File: src/rtl/mips_pkg.sv
`default_nettype none
// ============================================================================
// Module   : mips_pkg
// Brief    : Shared constants, fetch FSM states and address helpers.
// Revision : 1.0 - initial release
// ============================================================================
package mips_pkg;

  localparam int LARGURA_PALAVRA = 32;
  localparam logic [LARGURA_PALAVRA-1:0] PC_RESET = 32'h0000_0000;
  localparam int PASSO_PC = 4;

  typedef enum logic [0:0] {
    REQUISITA = 1'b0,
    SEGURA    = 1'b1
  } estado_busca_t;

  function automatic logic [LARGURA_PALAVRA-1:0] alinha_palavra(
    input logic [LARGURA_PALAVRA-1:0] addr
  );
    return addr & ~LARGURA_PALAVRA'(3);
  endfunction

endpackage
`default_nettype wire

File: src/rtl/registrador_pc.sv
`default_nettype none
// ============================================================================
// Module   : registrador_pc
// Brief    : Program counter with synchronous reset, load and increment.
// Revision : 1.0 - initial release
// ============================================================================
module registrador_pc #(
  parameter int                 LARGURA  = mips_pkg::LARGURA_PALAVRA,
  parameter logic [LARGURA-1:0] PC_RESET = '0,
  parameter int                 PASSO    = mips_pkg::PASSO_PC
) (
  input  logic               clock,
  input  logic               reset,
  input  logic               carrega,
  input  logic [LARGURA-1:0] alvo,
  input  logic               incrementa,
  output logic [LARGURA-1:0] pc
);

  localparam logic [LARGURA-1:0] c_passo = LARGURA'(PASSO);

  // Load wins over increment so a redirect always lands on its target.
  always_ff @(posedge clock) begin
    if (reset) begin
      pc <= PC_RESET;
    end else if (carrega) begin
      pc <= alvo;
    end else if (incrementa) begin
      pc <= pc + c_passo;
    end
  end

endmodule
`default_nettype wire

File: src/rtl/busca_instrucao.sv
`default_nettype none
// ============================================================================
// Module   : busca_instrucao
// Brief    : Instruction fetch unit: owns the PC, fetches over req/ready and
//            delivers words to decode over valid/stall, dropping wrong-path data.
// Revision : 1.0 - initial release
// ============================================================================
module busca_instrucao #(
  parameter int                 LARGURA  = mips_pkg::LARGURA_PALAVRA,
  parameter logic [LARGURA-1:0] PC_RESET = mips_pkg::PC_RESET,
  parameter int                 PASSO    = mips_pkg::PASSO_PC
) (
  input  logic               clock,
  input  logic               reset,
  input  logic               branch_ok,
  input  logic [LARGURA-1:0] alvo_branch,
  input  logic               jump,
  input  logic [LARGURA-1:0] alvo_jump,
  input  logic               stall,
  output logic               mem_req,
  output logic [LARGURA-1:0] mem_addr,
  input  logic               mem_ready,
  input  logic [LARGURA-1:0] mem_dado,
  output logic               instr_valida,
  output logic [LARGURA-1:0] instr,
  output logic [LARGURA-1:0] pc_instr,
  output logic [LARGURA-1:0] pc_mais4,
  output logic               flush
);

  import mips_pkg::*;

  localparam logic [LARGURA-1:0] c_passo = LARGURA'(PASSO);

  estado_busca_t      r_estado;
  estado_busca_t      w_estado_prox;
  logic [LARGURA-1:0] w_pc;
  logic [LARGURA-1:0] w_alvo;
  logic [LARGURA-1:0] r_addr_velho;
  logic               r_descarte;
  logic               r_instr_valida;
  logic               r_flush;
  logic [LARGURA-1:0] r_instr;
  logic [LARGURA-1:0] r_pc_instr;
  logic [LARGURA-1:0] r_pc_mais4;
  logic               w_redirect;
  logic               w_aceito;
  logic               w_captura;

  assign w_redirect = jump | branch_ok;
  assign w_alvo     = alinha_palavra(jump ? alvo_jump : alvo_branch);

  registrador_pc #(
    .LARGURA  (LARGURA),
    .PC_RESET (PC_RESET),
    .PASSO    (PASSO)
  ) u_registrador_pc (
    .clock      (clock),
    .reset      (reset),
    .carrega    (w_redirect),
    .alvo       (w_alvo),
    .incrementa (w_captura),
    .pc         (w_pc)
  );

  always_ff @(posedge clock) begin
    if (reset) begin
      r_estado <= REQUISITA;
    end else begin
      r_estado <= w_estado_prox;
    end
  end

  // An in-flight request keeps presenting its original address until accepted.
  always_comb begin
    w_estado_prox = r_estado;
    mem_req       = 1'b0;
    mem_addr      = r_descarte ? r_addr_velho : w_pc;
    w_aceito      = 1'b0;
    w_captura     = 1'b0;
    case (r_estado)
      REQUISITA: begin
        mem_req   = 1'b1;
        w_aceito  = mem_ready;
        // A word still waiting on decode is never overwritten; the fetch repeats.
        w_captura = mem_ready & ~r_descarte & ~w_redirect & ~(r_instr_valida & stall);
        if (w_redirect) begin
          w_estado_prox = REQUISITA;
        end else if (mem_ready && !r_descarte && stall) begin
          w_estado_prox = SEGURA;
        end
      end
      SEGURA: begin
        if (w_redirect || !stall) begin
          w_estado_prox = REQUISITA;
        end
      end
      default: w_estado_prox = REQUISITA;
    endcase
  end

  always_ff @(posedge clock) begin
    if (reset) begin
      r_descarte     <= 1'b0;
      r_addr_velho   <= '0;
      r_instr_valida <= 1'b0;
      r_instr        <= '0;
      r_pc_instr     <= '0;
      r_pc_mais4     <= '0;
      r_flush        <= 1'b0;
    end else begin
      r_flush <= w_redirect;
      if (w_redirect) begin
        r_instr_valida <= 1'b0;
        if (mem_req && !mem_ready) begin
          r_descarte   <= 1'b1;
          r_addr_velho <= mem_addr;
        end else begin
          r_descarte <= 1'b0;
        end
      end else begin
        if (w_aceito) begin
          r_descarte <= 1'b0;
        end
        if (w_captura) begin
          r_instr        <= mem_dado;
          r_pc_instr     <= w_pc;
          r_pc_mais4     <= w_pc + c_passo;
          r_instr_valida <= 1'b1;
        end else if (r_instr_valida && !stall) begin
          r_instr_valida <= 1'b0;
        end
      end
    end
  end

  assign instr_valida = r_instr_valida;
  assign instr        = r_instr;
  assign pc_instr     = r_pc_instr;
  assign pc_mais4     = r_pc_mais4;
  assign flush        = r_flush;

endmodule
`default_nettype wire

File: config.mk
export PLATFORM = sky130hd
export DESIGN_NAME = busca_instrucao
export DESIGN_NICKNAME = d
export VERILOG_FILES = /design/src/rtl/mips_pkg.sv /design/src/rtl/registrador_pc.sv /design/src/rtl/busca_instrucao.sv
export SDC_FILE = /design/constraint.sdc
export NUM_CORES = 1
export LEC_CHECK = 0
export ABC_AREA = 0
export CAP_MARGIN = 20
export CORE_ASPECT_RATIO = 0.75
export CORE_MARGIN = 2
export CORE_UTILIZATION = 42
export DETAILED_ROUTE_END_ITERATION = 8
export GPL_TIMING_DRIVEN = 0
export MAX_ROUTING_LAYER = met4
export PLACE_DENSITY = 0.84
export SYNTH_ARGS = -nofsm -noshare
export SYNTH_HDL_FRONTEND = slang
export SYNTH_SLANG_ARGS = --single-unit
File: constraint.sdc
create_clock -name clock -period 2.4 [get_ports clock]
set_clock_uncertainty 0.2 [all_clocks]
set_input_delay 0.24 -clock clock [delete_from_list [all_inputs] [get_ports clock]]
set_output_delay 0.24 -clock clock [all_outputs]
set_load 0.005 [all_outputs]
; Word-level counts from Yosys, hierarchy flattened
; Cells that the tools add are included.
[totals]
reg_bits = 164
latchBits = 0
mem_bits_rw = 0
romBits = 0
in_bits = 102
output_inout_bits = 131
elab_cells = 50
n_memories = 0
[classes]
add_sub_neg = 1
mul = 0
div_mod_pow = 0
n_lt_le_gt_ge = 0
eq_ne = 0
shift = 0
n_mux = 16
n_bitwise = 9
n_reduce_logical = 14
[op_table]
columns = op, count
row1 = $mux W32, 4
row2 = $add A32 B3 Y32 const B, 1
row3 = $mux W1, 11
row4 = $reduce_bool A2 Y1, 3
row5 = $and A1 B1 Y1, 4
row6 = $logic_and A1 B1 Y1, 4
row7 = $not A1 Y1, 4
row8 = $reduce_and A2 Y1, 2
row9 = $logic_not A1 Y1, 3
row10 = $pmux W1 S2, 1
row11 = $reduce_or A2 Y1, 1
row12 = $logic_or A1 B1 Y1, 1
row13 = $or A1 B1 Y1, 1

; Logic depth before layout (Yosys ltp)
[logic_depth]
word_depth = 7
ltp_mapped = 8
ltp_nobuf = 6

; Hierarchy
; A second synthesis with hierarchy kept.
[unflattened]
cells_unflattened = 914
area_unflattened_um2 = 7737.4
[by_module_without_submodules]
columns = mod, instances, cells_per_inst, area_each_um2, seq_area_each_um2
row1 = busca_instrucao, 1, 680, 5844.4, 2602.5
row2 = registrador_pc, 1, 234, 1893.1, 640.6

; Least setup slack after synthesis
; Ideal clock, no wire load.
[synth_path]
kind = register to register
start = register u_registrador_pc.pc[2]
end = register u_registrador_pc.pc[30]
setup_time_ns = 0.135
arrival_time_ns = 2.053
required_ns = 2.065
path_slack_ns = 0.012
stages_incl_launch_ff = 9
path_buffers = 2
period_less_slack_ns = 2.388
cell_sequence = dfxtp_1 -> ha_1 -> nand3_4 -> or4_1 -> buf_2 -> buf_6 -> nor4_2 -> xnor2_1 -> o22ai_2
[synth_via]
elab_chain_len = 3
[synth_rtl]
columns = item, line
row1 = "start, declared", registrador_pc.sv:17  ; output logic [LARGURA-1:0] pc
row2 = "start signal, assigned", registrador_pc.sv:27  ; pc <= alvo;
row3 = "start signal, assigned", registrador_pc.sv:29  ; pc <= pc + c_passo;
row4 = $add A32 B3 Y32, registrador_pc.sv:29
row5 = $mux W32, registrador_pc.sv:28  ; end else if (incrementa) begin
row6 = $mux W32, registrador_pc.sv:26  ; end else if (carrega) begin
; Every way passes these cells. The select of a mux whose other input is x is not followed.
; A chain may end at the register's enable or synchronous reset.

; Worst setup path in the final report
[layout_path]
start = register u_registrador_pc.pc[3]
end = register u_registrador_pc.pc[30]
; Same word-level chain as after synthesis.

==> results.cfg <==
[run_status]
outcome = finished, violations left
violations = setup timing

[setup_path]
cp_data_required_time_ns = 2.49
critPathSlowestCell = or4_1
end_kind = flip-flop
path_class = flip-flop to flip-flop
cp_max_fo = 10
path_cells = ha_4, nand3_4, or4_1, buf_4, buf_6, nor4_4, xnor2_1, o22ai_2
worst_setup_path_start_kind = flip-flop
arrival_ns = 2.49
critPathMaxStageDelay_ns = 0.53

[clock_network]
htree_levels = 4
cts_tree = built
cts_buffers = 17
clock_path_buffers = 2
cts-root-buf = clkbuf_16
clk_latency_ns = 0.43
cts_hold_buf = 0
path_clk_slew_ns = 0.06
cts.sinks = 158

[layout]
post-route-util_pct = 62.2
syn2layout_area_growth_pct = 46.1
final_layout_size_suffix_gt1_share_pct = 13.2
final_area_um2 = 10400
final-seq-area_um2 = 3170
nNetsFinal = 1193
nFillCells = 1352
multi_input_area_um2 = 3660
stdcell_count = 1320

[die]
die_w_um = 154
core.rowCount = 41
die_height_um = 117
io_pins = 233
dieArea_um2 = 18000
coreArea_um2 = 16700
initial_core_util_pct = 42.6

[synth]
synth.area.top_cells = dfxtp_1 44%, nand2_1 8.7%, a21oi_1 6.9%
synth.distinct_cells = 54
yosysWarnings = 0
yosys.area.top_type = dfxtp_1
netlist_top_cells_count = 165 x nand2_1, 158 x dfxtp_1, 98 x a21oi_1
ys_ff_latch = 158
async_reset_ff_share_pct = 0
synth_area_um2 = 7120
synthFlopType = dfxtp_1
synth-edff-count = 0
netlist.area_leader.share_pct = 44.4
synthCells = 839
ys_seq_area_share_pct = 44.4
synth_area_per_cell_um2 = 8.49
yosysMostFrequentCell = nand2_1

[route]
viasPerCell = 5.59
drt_iter0_drc = 824
firstDrtPassIters = 7
post_drt_wl_per_cell_um = 19.4
ant_nets = 0
drc = 0
drt_wl_total_mm = 25.6
num_vias = 7382

[timing]
fin_tns_setup_ns = -0.00272
finalSetupViolCount = 1
max_slew_margin_pct = 45.2
period_share_pct = 100
worst_pin_slew_ns = 0.821
fin_ws_ns = -0.00272
fin_crit_ns = 2.40
slew_violations = 0
hold_viol = 0
max_clock_freq_mhz = 416

[global_routing]
grt_pass1_wl_mm = 37.8
grt_start_max_net_pins = 17
grt_overflow = 0
grtUsageTotal_pct = 28.5
grt_pass1_vias = 6972
antenna_found_initial = 2

[power]
powerDensity_nw_per_um2 = 608
p_leak_uw = 0.00363
vdd_drop_max_v = 0.000370

[place]
hpwl_mm = 18.5
numPortBuffers = 224
place_ws_ns = -0.838
dp.cells = 1281
dpl_cell_area_um2 = 9650
routabilityCongestion = 0.967

[min_path]
worstHoldPathType = primary input to flip-flop

[flow_run]
cap_violations = 0
==> through the flow <==
| step | hold WS (ns) | total power [uW] |
|---|---|---|
| after floorplan | 0.157 | 3300 |
| after global placement | 0.234 | 3810 |
| after detailed placement | 0.241 | 3830 |
| after CTS | 0.145 | 6310 |
| after global routing | 0.162 | 6530 |
| final | 0.162 | 6330 |
==> layout by cell type, fill, tap and decap left out, types with 4 or more instances in the layout <==
| cell | n |
|---|---|
| buf_2 | 11 |
| dfxtp_1 | 153 |
| nor4_4 | 5 |
| clkbuf_2 | 8 |
| clkbuf_8 | 4 |
| o21ai_1 | 10 |
| a22oi_1 | 10 |
| clkinvlp_4 | 6 |
| nor4_2 | 6 |
| o31a_1 | 7 |
| clkbuf_4 | 6 |
| xnor2_1 | 26 |
| a221o_1 | 12 |
| inv_1 | 11 |
| nand4_1 | 5 |
| clkdlybuf4s50_1 | 224 |
| mux2_2 | 26 |
| buf_4 | 13 |
| o22ai_1 | 10 |
| or2_2 | 4 |
| conb_1 | 4 |
| nor4_1 | 6 |
| mux2i_1 | 30 |
| clkinv_2 | 4 |
| o21ai_0 | 18 |
| and2_1 | 5 |
| a21oi_1 | 98 |
| clkbuf_16 | 17 |
| a211oi_1 | 16 |
| nand2_1 | 164 |
| xor2_1 | 7 |
| nor2_1 | 59 |
| nand3_1 | 9 |
| nor3_1 | 8 |
| buf_6 | 6 |
| clkbuf_1 | 43 |
==> logic make-up after synthesis <==
| kind of cell | synth area share (%) |
|---|---|
| other | 0.0526 |
| and+or+nand+nor | 20.2 |
| DFF | 44.4 |
| AOI/OAI and AO/OA | 16.7 |
| muxes | 8.32 |
| adders and majority gates | 0.176 |
| xor gates and xnor gates | 4.30 |
| buffers and inverters | 5.88 |
==> critical path: cells and delay by family (launching register included) <==
family                   cells  cell delay (ns)
AO/OA/AOI/OAI                1             0.08
adder cells (fa/ha/maj)      1             0.16
AND/OR/NAND/NOR              3             0.88
XOR/XNOR                     1             0.19
buffers and inverters        2             0.35
flip-flops                   1             0.39
==> flip-flops by register name, indices dropped and copies added (netlist names) <==
signal and cells:
r_addr_velho 32, r_estado 1, u_registrador_pc.pc 30, pc_mais4 30, r_descarte 1, instr 32, instr_valida 1, flush 1
pc_instr 30
==> worst paths after layout <==
kind	from	end	slack, ns	depth (start not counted)
setup reg to reg	u_registrador_pc.pc[3]$_SDFFE_PP0P_	u_registrador_pc.pc[30]$_SDFFE_PP0P_	-0.003	8
hold / removal	mem_dado[7]	instr[7]$_SDFFE_PP0P_	0.16	3
setup / recovery	u_registrador_pc.pc[3]$_SDFFE_PP0P_	u_registrador_pc.pc[30]$_SDFFE_PP0P_	-0.003	8
hold reg to reg	r_addr_velho[1]$_SDFFE_PP0P_	r_addr_velho[1]$_SDFFE_PP0P_	0.25	1
==> area by class of cell <==
class | count | area share [%]
inverters | 12 | 0.433
well taps | 215 | 2.58
clock inverters | 10 | 0.625
multi-input cells | 590 | 35.1
diodes | 2 | 0.0481
flip-flops and latches | 158 | 30.5
plain buffers | 81 | 4.11
repair buffers | 230 | 22.0
clock buffers | 22 | 4.56
==> layer usage <==
metal / track usage (%) / vias to the layer above / wire length, um
li1: - / 3383 / -
met2: 41.9 / 480 / 11300
met3: 9.50 / 68 / 2860
met4: 12.4 / 0 / 741
met5: - / - / 0
met1: 36.0 / 3451 / 10700
==> where the power goes <==
group	total [uW]	leakage [uW]	internal (uW)	switching, uW
clock network	2490	0.000250	1400	1090
logic	1010	0.00209	518	494
registers	2830	0.00129	2730	95.3
==> repair_timing <==
item	in CTS	in global routing
resized for setup	22	41
setup buffers	4	2
setup endpoints to repair	140	106
pin swaps	2	3
(Power assumes the default switching activity.)
